File: src/rtl/div_pkg.sv
// ----------------------------------------------------------------------------
// div_pkg : shared FSM state encoding and default widths for seq_divider
// Revision: 1.0
// ----------------------------------------------------------------------------
`default_nettype none

package div_pkg;

  localparam int DIVIDEND_W_DEFAULT = 36;
  localparam int DIVISOR_W_DEFAULT  = 18;

  typedef enum logic [1:0] {
    ST_IDLE = 2'd0,
    ST_CALC = 2'd1,
    ST_DONE = 2'd2
  } div_state_e;

endpackage

`default_nettype wire

File: src/rtl/div_step.sv
// ----------------------------------------------------------------------------
// div_step : one restoring-division step (shift in a bit, trial subtract, select)
// Revision: 1.0
// ----------------------------------------------------------------------------
`default_nettype none

module div_step #(
  parameter int DIVISOR_W = 18
) (
  input  logic [DIVISOR_W-1:0] rem_in,
  input  logic                 bit_in,
  input  logic [DIVISOR_W-1:0] divisor,
  output logic [DIVISOR_W-1:0] rem_out,
  output logic                 q_bit
);

  logic [DIVISOR_W:0]   shifted;
  logic [DIVISOR_W+1:0] trial;
  logic                 unused_trial_msb;

  assign shifted = {rem_in, bit_in};
  assign trial   = {1'b0, shifted} - {2'b00, divisor};

  // A clear borrow bit means the shifted remainder was >= divisor.
  assign q_bit   = ~trial[DIVISOR_W+1];

  // After a successful subtract the result is below the divisor, so its top
  // bit is always zero; after a restore the top bit of shifted is zero too.
  assign rem_out = q_bit ? trial[DIVISOR_W-1:0] : shifted[DIVISOR_W-1:0];

  assign unused_trial_msb = trial[DIVISOR_W];

endmodule

`default_nettype wire

File: src/rtl/seq_divider.sv
// ----------------------------------------------------------------------------
// seq_divider : unsigned radix-2 restoring divider, one quotient bit per cycle
// Revision: 1.0
// ----------------------------------------------------------------------------
`default_nettype none

module seq_divider
  import div_pkg::*;
#(
  parameter int DIVIDEND_W = DIVIDEND_W_DEFAULT,
  parameter int DIVISOR_W  = DIVISOR_W_DEFAULT
) (
  input  logic                  clk,
  input  logic                  rst_n,
  input  logic                  in_valid,
  output logic                  in_ready,
  input  logic [DIVIDEND_W-1:0] dividend,
  input  logic [DIVISOR_W-1:0]  divisor,
  output logic                  out_valid,
  input  logic                  out_ready,
  output logic [DIVIDEND_W-1:0] quotient,
  output logic [DIVISOR_W-1:0]  remainder,
  output logic                  div_by_zero
);

  localparam int                CNT_W    = $clog2(DIVIDEND_W + 1);
  localparam logic [CNT_W-1:0]  LAST_CNT = CNT_W'(DIVIDEND_W - 1);

  div_state_e            state_q, state_d;
  logic [CNT_W-1:0]      cnt_q,   cnt_d;
  logic [DIVIDEND_W-1:0] dvd_q,   dvd_d;
  logic [DIVISOR_W-1:0]  dvs_q,   dvs_d;
  logic [DIVISOR_W-1:0]  rem_q,   rem_d;
  logic [DIVIDEND_W-1:0] quo_q,   quo_d;
  logic [DIVISOR_W-1:0]  rmd_q,   rmd_d;
  logic                  dbz_q,   dbz_d;

  logic                  step_q_bit;
  logic [DIVISOR_W-1:0]  step_rem;
  logic [DIVIDEND_W-1:0] dvd_shift;

  div_step #(
    .DIVISOR_W (DIVISOR_W)
  ) u_step (
    .rem_in  (rem_q),
    .bit_in  (dvd_q[DIVIDEND_W-1]),
    .divisor (dvs_q),
    .rem_out (step_rem),
    .q_bit   (step_q_bit)
  );

  // Dividend bits leave at the top while quotient bits enter at the bottom,
  // so after DIVIDEND_W steps this register holds the full quotient.
  assign dvd_shift = {dvd_q[DIVIDEND_W-2:0], step_q_bit};

  always_comb begin
    state_d = state_q;
    cnt_d   = cnt_q;
    dvd_d   = dvd_q;
    dvs_d   = dvs_q;
    rem_d   = rem_q;
    quo_d   = quo_q;
    rmd_d   = rmd_q;
    dbz_d   = dbz_q;

    case (state_q)
      ST_IDLE: begin
        if (in_valid) begin
          cnt_d = '0;
          dvs_d = divisor;
          if (divisor == '0) begin
            state_d = ST_DONE;
            quo_d   = '1;
            rmd_d   = dividend[DIVISOR_W-1:0];
            dbz_d   = 1'b1;
          end else begin
            state_d = ST_CALC;
            dvd_d   = dividend;
            rem_d   = '0;
          end
        end
      end

      ST_CALC: begin
        dvd_d = dvd_shift;
        rem_d = step_rem;
        cnt_d = cnt_q + CNT_W'(1);
        if (cnt_q == LAST_CNT) begin
          state_d = ST_DONE;
          cnt_d   = '0;
          quo_d   = dvd_shift;
          rmd_d   = step_rem;
          dbz_d   = 1'b0;
        end
      end

      ST_DONE: begin
        if (out_ready) begin
          state_d = ST_IDLE;
        end
      end

      default: begin
        state_d = ST_IDLE;
      end
    endcase
  end

  always_ff @(posedge clk) begin
    if (!rst_n) begin
      state_q <= ST_IDLE;
      cnt_q   <= '0;
      dvd_q   <= '0;
      dvs_q   <= '0;
      rem_q   <= '0;
      quo_q   <= '0;
      rmd_q   <= '0;
      dbz_q   <= 1'b0;
    end else begin
      state_q <= state_d;
      cnt_q   <= cnt_d;
      dvd_q   <= dvd_d;
      dvs_q   <= dvs_d;
      rem_q   <= rem_d;
      quo_q   <= quo_d;
      rmd_q   <= rmd_d;
      dbz_q   <= dbz_d;
    end
  end

  assign in_ready    = (state_q == ST_IDLE);
  assign out_valid   = (state_q == ST_DONE);
  assign quotient    = quo_q;
  assign remainder   = rmd_q;
  assign div_by_zero = dbz_q;

endmodule

`default_nettype wire
File: config.mk
export PLATFORM = sky130hd
export DESIGN_NAME = seq_divider
export DESIGN_NICKNAME = d
export VERILOG_FILES = /design/src/rtl/div_pkg.sv /design/src/rtl/div_step.sv /design/src/rtl/seq_divider.sv
export SDC_FILE = /design/constraint.sdc
export NUM_CORES = 1
export LEC_CHECK = 0
export ABC_CLOCK_PERIOD_IN_PS = 4170
export CAP_MARGIN = 20
export CORE_MARGIN = 4
export CORE_UTILIZATION = 40
export DETAILED_ROUTE_END_ITERATION = 10
export PLACE_DENSITY = 0.61
export SYNTH_ARGS = -nofsm -noshare
export SYNTH_HDL_FRONTEND = slang
export SYNTH_SLANG_ARGS = --single-unit
File: constraint.sdc
create_clock -name clk -period 4.17 [get_ports clk]
set_input_delay 1.251 -clock clk [delete_from_list [all_inputs] [get_ports clk]]
set_output_delay 1.251 -clock clk [all_outputs]
set_load 0.05 [all_outputs]
Yosys cells after proc, flatten, opt, wreduce, memory -nomap -nowiden:

Index checks and enable logic that the tools add are counted.

* bitwise logic cells: 1
* equality and inequality tests: 8
* reductions and logical operators: 8
* muxes and demuxes: 27
* $add $sub $neg: 2

Operators with widths (number)
* $mux W36: 5
* $pmux W36 S2: 2
* $mux W18: 6
* $pmux W18 S2: 2
* $sub A19 B18 Y20: 1
* $logic_not A18 Y1: 1
* $mux W6: 2
* $pmux W6 S2: 1
* $mux W2: 4
* $add A6 B1 Y6 const B: 1
* $eq A6 B6 Y1 const B: 1
* $ne A2 B2 Y1 const B: 3
* $pmux W2 S3: 1
* $reduce_and A3 Y1: 2
* $ne A2 B1 Y1 const B: 2
* $reduce_and A2 Y1: 2
* $reduce_and A4 Y1: 1
* $mux W1: 3
* $eq A2 B1 Y1 const B: 1
* $eq A2 B2 Y1 const B: 1
* $logic_not A2 Y1: 1
* $pmux W1 S2: 1
* $reduce_bool A2 Y1: 1
* $not A1 Y1: 1

* input bits: 58
* register bits after elaboration: 135
* word-level logic and storage cells: 54
* output and inout bits: 57

Depth between registers and ports, before layout:

Gate-level depths: netlist of run 1.

* depth after elaboration: 4
* mapped depth: 12
* mapped depth without buffers: 11

Hierarchy:

Synthesis of run 1 repeated with hierarchy kept, for this count alone.

* cells, all modules: 859
* area, all modules: 7322.0 sq um

By module, submodules not included
* seq_divider: cells each 687, sequential area each 2702.6 sq um, area each 6102.1 sq um, times used 1
* div_step: cells each 172, sequential area each 0.0 sq um, area each 1219.9 sq um, times used 1

Worst setup path after synthesis of run 1:

No wires, ideal clock.

* path kind: input port to flip-flop
* from: input divisor[9]
* to: register rmd_q[15] (netlist: remainder[15])
* data arrival time: 2833 ps
* path buffers: 3
* required time: 4040 ps
* library setup time: 130 ps
* slack: 1207 ps
* cell stages on the path: 7
* cells stage by stage: or4_1 -> nor4_4 -> o211a_1 -> buf_2 -> buf_4 -> buf_2 -> a31oi_1

* longest elaborated chain between the ends: 3

RTL lines
* start: declaration: line seq_divider.sv:18 `input logic [DIVISOR_W-1:0] divisor,`
* $logic_not A18 Y1: line seq_divider.sv:71 `if (divisor == '0) begin`
* $ne A2 B1 Y1 (no line)
* $reduce_and A4 Y1 (no line)
* end signal: assignment: line seq_divider.sv:126 `rmd_q <= rmd_d;`
* end: declaration: line seq_divider.sv:35 `logic [DIVISOR_W-1:0] rmd_q, rmd_d;`

No other way between the ends.
A chain may end at the register's enable or synchronous reset.

Worst setup path in the final report of run 1:

* from: input divisor[3]
* to: register quo_q[0] (netlist: quotient[0])

* longest elaborated chain between the ends: 3

RTL lines
* $logic_not A18 Y1: line seq_divider.sv:71
* $ne A2 B1 Y1 (no line)
* $reduce_and A4 Y1 (no line)
* end signal: assignment: line seq_divider.sv:125 `quo_q <= quo_d;`
* end: declaration: line seq_divider.sv:34 `logic [DIVIDEND_W-1:0] quo_q, quo_d;`

No other way between the ends.

==> flow_summary.json, run 1 <==
{
  "syn-num-nets": 877,
  "die_area_um2": 17970,
  "drv_cap": 0,
  "antenna_found_initial": 0,
  "rows": 45,
  "synthFlopType": "dfxtp_1",
  "synthAdderAreaFrac_pct": 4.054,
  "cts_max_level": 4,
  "fin_ws_ns": 0.7952,
  "coreArea_um2": 15370,
  "clkSinkCount": 135,
  "drc": 0,
  "synthArstFlopShare_pct": 0,
  "clkPwrFrac_pct": 35.6,
  "worst_setup_path_end_kind": "flop",
  "rsz0062_at_grt": "no",
  "tightestPinTransition_ns": 1.056,
  "chipHeight_um": 134.1,
  "syn_area_um2": 6357,
  "max-clock-path-buffers": 2,
  "cp_data_required_time_ns": 4.48,
  "fin_crit_ns": 3.375,
  "synth_xor_xnor_area_share_pct": 1.515,
  "holdBufCountCts": 0,
  "routed_wl_um": 17280,
  "slew_violations": 0,
  "grt_pass1_vias": 5802,
  "routabilityCongestion": 0.8626,
  "pre_cts_slack_ns": 0.3894,
  "multiInputGateArea_um2": 3314,
  "grt_usage_pct": 19.18,
  "dieWidth_um": 134.1,
  "critPathMaxFanout": 22,
  "start_kind": "primary input",
  "yosysUniqueCellTypes": 64,
  "post_drt_wl_per_cell_um": 15.53,
  "synth_seq_area_share_pct": 42.51,
  "nets": 967,
  "powerDensity_nw_per_um2": 562.2,
  "area_growth_syn_to_layout_pct": 30.31,
  "via_count": 5955,
  "post_cts_buffers": 0,
  "wirelength_met1_um": 7773,
  "final_common_cell": "nand2_1",
  "filler_cell_count": 1447,
  "synth-seq-cells": 135,
  "pin_count": 115,
  "fin_crit_sh_pct": 80.93,
  "synth_top_family_by_area": "simple AND/OR/NAND/NOR gates",
  "fmax_ghz": 0.2963,
  "grt_pass1_wl_um": 28470,
  "layout_common_cells": "146 x nand2_1, 135 x dfxtp_1, 114 x clkdlybuf4s50_1, 93 x nor2_1, 71 x nor3_1",
  "register_area_um2": 2703,
  "cp.arrival_ns": 3.69,
  "drive_gt1_share_pct": 7.650,
  "hold_violations": 0,
  "synth-edff-count": 0,
  "leakagePower_nw": 3.074,
  "top_layer_used": "met4",
  "synth.area.top_cells": "dfxtp_1 43%, nand2_1 8.6%, nor3_1 5.6%",
  "synth_top_cell_by_area": "dfxtp_1",
  "power_switching_w": 0.001586,
  "power_frac_seq_pct": 32.6,
  "clkTransAtPathRegs_ns": 0.06,
  "p_int_w": 0.003071,
  "viasPerCell": 5.350,
  "synth-simple-area-share_pct": 25.90,
  "yosysTopAreaCellShare_pct": 42.51,
  "wl_met3_um": 899,
  "wl_met2_um": 8404,
  "setup_tns_ns": 0,
  "place_hpwl_um": 12520,
  "peakVddDrop_mv": 0.3637,
  "synth_compound_area_share_pct": 18.50,
  "cts_tree": "yes",
  "run_status": "finished, final reports clean",
  "maxSlewHeadroom_pct": 29.41,
  "utilization_pct": 53.90,
  "finalClockSkew_ns": 0.01509,
  "netSwitchingFraction_pct": 34.06,
  "combPwrFrac_pct": 31.8,
  "drtAntennaViolNets": 0,
  "clkLatencyLatePin_ns": 0.42,
  "cts_buffers": 17,
  "port_buffers": 114,
  "start_util_pct": 41.36,
  "diodes": 0,
  "hp-class": "reg2reg",
  "postSynthCellCount": 799,
  "cts_root_buffer": "clkbuf_16",
  "cts.repair.resized": 0,
  "grt_overflow": 0,
  "critPathKind": "in2reg",
  "dr.pass1.iters": 5,
  "grt_max_degree": 63,
  "synth_warnings": 0,
  "syn_avg_cell_area_um2": 7.957,
  "muxShareOfSynthArea_pct": 1.830,
  "final-setup-viol-count": 0,
  "drtIter0Drc": 400
}
## cell usage after synthesis (6+ instances only)
master    count
a31oi_1      15
a311oi_1     38
ha_1         19
o21ai_0      23
inv_1        21
dfxtp_1     135
a21oi_1      53
clkbuf_1     37
mux2i_1       6
nor2_1       93
nand2_1     146
nor3_1       71
xor2_1        6
buf_2         7
nand3_1      26
## per-stage QoR
| stage | cell area [µm²] | hold slack (ns) | power (W) | cells |
|---|---|---|---|---|
| 3_5_place_dp | 7612 | 0.4505 | 0.003021 | 1080 |
| 6_report | 8284 | 0.4539 | 0.004658 | 1113 |
| 4_1_cts | 8264 | 0.4588 | 0.004693 | 1112 |
| 5_1_grt | 8284 | 0.4748 | 0.004896 | 1113 |
| 2_1_floorplan | 6357 | 0.4363 | 0.002646 | 799 |
| 3_3_place_gp | 7612 | 0.4482 | 0.002992 | 1080 |
## state kept, by name, summed over array words and instances, names as in the netlist
signal,flops
state_q,2
dvs_q,18
remainder,18
div_by_zero,1
rem_q,18
dvd_q,36
cnt_q,6
quotient,36
## layout make-up
cell class | instances | area share, %
clock buffers | 18 | 5.180
well taps | 211 | 3.187
inverters | 21 | 0.9666
repair buffers | 128 | 15.35
flip-flops and latches | 135 | 32.62
multi-input cells | 586 | 40.01
clock inverters | 14 | 2.688
## final timing paths
check                  end        from  slack (ns)  depth (start not counted)
min reg2reg       dvs_q[9]    dvs_q[9]        0.45                          2
max            quotient[0]  divisor[3]        0.80                          8
min               dvs_q[9]    dvs_q[9]        0.45                          2
max reg2reg  remainder[12]    dvs_q[6]        1.31                         10
## worst max-delay path: stages
cell	delay, ns
clkdlybuf4s50_1	0.43
nor4_1	0.47
nand3_1	0.20
nor4_4	0.24
o211a_2	0.47
buf_4	0.31
nor2_1	0.06
a311oi_1	0.24
## kinds of logic after synthesis
| family | after synthesis |
|---|---|
| fa+ha+maj | 20 |
| buf+inv | 78 |
| simple gates | 371 |
| flops | 135 |
| xor+xnor | 11 |
| compound gates | 173 |
| mux | 11 |
## power groups by stage
stage | Sequential, W | Clock (W) | Combinational, W
2_1_floorplan | 0.00168 | 0 | 0.000970
3_3_place_gp | 0.00154 | 0 | 0.00145
3_5_place_dp | 0.00154 | 0 | 0.00148
4_1_cts | 0.00152 | 0.00169 | 0.00148
5_1_grt | 0.00153 | 0.00174 | 0.00162
6_report | 0.00152 | 0.00166 | 0.00148
## metal layers
| layer | vias to the layer above | track usage, % |
|---|---|---|
| li1 | 2995 | - |
| met1 | 2790 | 24.47 |
| met2 | 149 | 32.23 |
| met3 | 21 | 5.026 |
| met4 | 0 | 5.317 |
| met5 | - | 0 |
No activity file was read; power rests on OpenSTA's default activity.
==> inputs of run 2 (changes only) <==
--- a/config.mk
+++ b/config.mk
@@ -5,7 +5,7 @@
 export SDC_FILE = /design/constraint.sdc
 export NUM_CORES = 1
 export LEC_CHECK = 0
-export ABC_CLOCK_PERIOD_IN_PS = 4170
+export ABC_CLOCK_PERIOD_IN_PS = 3400
 export CAP_MARGIN = 20
 export CORE_MARGIN = 4
 export CORE_UTILIZATION = 40
==> constraint.sdc (replaced) <==
create_clock -name clk -period 3.4 [get_ports clk]
set_input_delay 1.02 -clock clk [delete_from_list [all_inputs] [get_ports clk]]
set_output_delay 1.02 -clock clk [all_outputs]
set_load 0.05 [all_outputs]
==> flow_summary.json, run 2 (synthesis gave the netlist of run 1 again) <==
{
  "run_status": "finished, final reports clean",
  "clkSinkCount": 135,
  "port_buffers": 114,
  "pin_count": 115,
  "max-clock-path-buffers": 2,
  "multiInputGateArea_um2": 3314,
  "cp_data_required_time_ns": 2.38,
  "cts_root_buffer": "clkbuf_16",
  "p_int_w": 0.003629,
  "grt_usage_pct": 19.34,
  "critPathMaxFanout": 7,
  "layout_common_cells": "146 x nand2_1, 135 x dfxtp_1, 114 x clkdlybuf4s50_1, 93 x nor2_1, 71 x nor3_1",
  "hold_violations": 0,
  "layout.cells.non_filler": 1114,
  "via_count": 5993,
  "grt_max_degree": 62,
  "tightestPinTransition_ns": 0.6621,
  "start_kind": "flop",
  "viasPerCell": 5.380,
  "cp_cell_sequence": "nor2_1 > clkdlybuf4s50_1",
  "peakVddDrop_mv": 0.3723,
  "netSwitchingFraction_pct": 34.74,
  "critical_path.max_stage_delay_ns": 0.89,
  "die_area_um2": 17970,
  "final-setup-viol-count": 0,
  "rows": 45,
  "cts.repair.resized": 0,
  "combPwrFrac_pct": 33.0,
  "grt_pass1_wl_um": 28520,
  "start_util_pct": 41.36,
  "filler_cell_count": 1411,
  "antenna_found_initial": 0,
  "hp-class": "reg2reg",
  "maxSlewHeadroom_pct": 55.86,
  "clkLatencyLatePin_ns": 0.42,
  "rsz0062_at_grt": "no",
  "dieWidth_um": 134.1,
  "finalClockSkew_ns": 0.007280,
  "setup_tns_ns": 0,
  "routabilityCongestion": 0.8275,
  "fmax_ghz": 0.3218,
  "holdBufCountCts": 0,
  "leakagePower_nw": 3.077,
  "final_common_cell": "nand2_1",
  "powerDensity_nw_per_um2": 670.4,
  "power_frac_seq_pct": 33.5,
  "power_switching_w": 0.001931,
  "clkPwrFrac_pct": 33.5,
  "worst_setup_path_end_kind": "output pin",
  "slew_violations": 0,
  "drive_gt1_share_pct": 7.752,
  "post_cts_buffers": 0,
  "cts_tree": "yes",
  "fin_crit_ns": 3.107,
  "cp_slowest_cell": "clkdlybuf4s50_1",
  "critPathKind": "reg2out",
  "grt_pass1_vias": 5847,
  "drc": 0,
  "nets": 968,
  "place_hpwl_um": 12450,
  "placed_cells": 1082,
  "grt_overflow": 0,
  "post_drt_wl_per_cell_um": 15.67,
  "r2r_slack_ns": 0.50,
  "cts_buffers": 17,
  "chipHeight_um": 134.1,
  "routed_wl_um": 17450,
  "drtAntennaViolNets": 0,
  "cts_max_level": 4,
  "drtIter0Drc": 361,
  "cp.arrival_ns": 2.09,
  "dr.pass1.iters": 4,
  "register_area_um2": 2703,
  "clkTransAtPathRegs_ns": 0.06,
  "fin_crit_sh_pct": 91.39,
  "coreArea_um2": 15370,
  "diodes": 0,
  "area_growth_syn_to_layout_pct": 30.45,
  "drv_cap": 0
}
run 2: changes by cell type in the layout (fill, tap and decap cells not counted):
cell / delta
clkbuf_8: +4
clkinv_4: -2
clkinvlp_4: +1
buf_12: +4
clkinv_2: +1
bufinv_16: -3
buf_4: -3
inv_6: -1
run 2: final timing paths:
kind | endpoint | cells after the start | from
max | in_ready | 2 | state_q[0]
min | dvs_q[10] | 2 | dvs_q[10]
max reg2reg | rem_q[4] | 10 | dvs_q[6]
min reg2reg | dvs_q[10] | 2 | dvs_q[10]
run 2: per-layer routing:
layer / global-route usage (%) / routed length, µm / vias to the layer above / part of all wire (%)
met5: 0 / 0 / - / 0
met4: 7.183 / 298 / 0 / 1.7
met3: 4.839 / 885 / 26 / 5.1
met2: 32.23 / 8341 / 130 / 48
met1: 24.30 / 7927 / 2824 / 45
li1: - / - / 3013 / -
run 2: per-stage QoR:
step	power (W)	hold slack (ns)	setup WS (ns)	util [%]	instance area, µm²
global route	0.005859	0.4751	0.2111	53.95	8293
CTS	0.005594	0.4565	0.2796	53.95	8293
detailed placement	0.003721	0.4489	0.1297	50.03	7690
floorplan	0.003245	0.4363	0.6682	-	6357
global placement	0.003689	0.4442	0.1899	50.03	7690
finish	0.005560	0.4555	0.2926	53.95	8293
run 2: critical path, delay by kind of cell (launching register included):
| kind | cells | cell delay (ns) |
|---|---|---|
| and+or+nand+nor | 1 | 0.40 |
| buffers and inverters | 1 | 0.89 |
| DFF | 1 | 0.37 |
run 2: power groups by stage:
stage / Sequential (W) / Clock, W / Combinational, W
floorplan: 0.00206 / 0 / 0.00119
global placement: 0.00189 / 0 / 0.00180
detailed placement: 0.00189 / 0 / 0.00183
CTS: 0.00186 / 0.00189 / 0.00184
global route: 0.00188 / 0.00197 / 0.00201
finish: 0.00186 / 0.00186 / 0.00183
run 2: final cells by class:
type | count | area share (%)
well taps | 211 | 3.183
multi-input cells | 586 | 39.97
clock inverters | 10 | 1.433
repair buffers | 129 | 16.02
flip-flops and latches | 135 | 32.59
clock buffers | 22 | 5.839
inverters | 21 | 0.9656
==> inputs of run 3 (changes only) <==
--- a/config.mk
+++ b/config.mk
@@ -11,6 +11,7 @@
 export CORE_UTILIZATION = 40
 export DETAILED_ROUTE_END_ITERATION = 10
 export PLACE_DENSITY = 0.61
+export SKIP_CTS_REPAIR_TIMING = 1
 export SYNTH_ARGS = -nofsm -noshare
 export SYNTH_HDL_FRONTEND = slang
 export SYNTH_SLANG_ARGS = --single-unit
==> results of run 3 <==
Same layout as run 2: the final DEF is identical, and so are final timing and power.
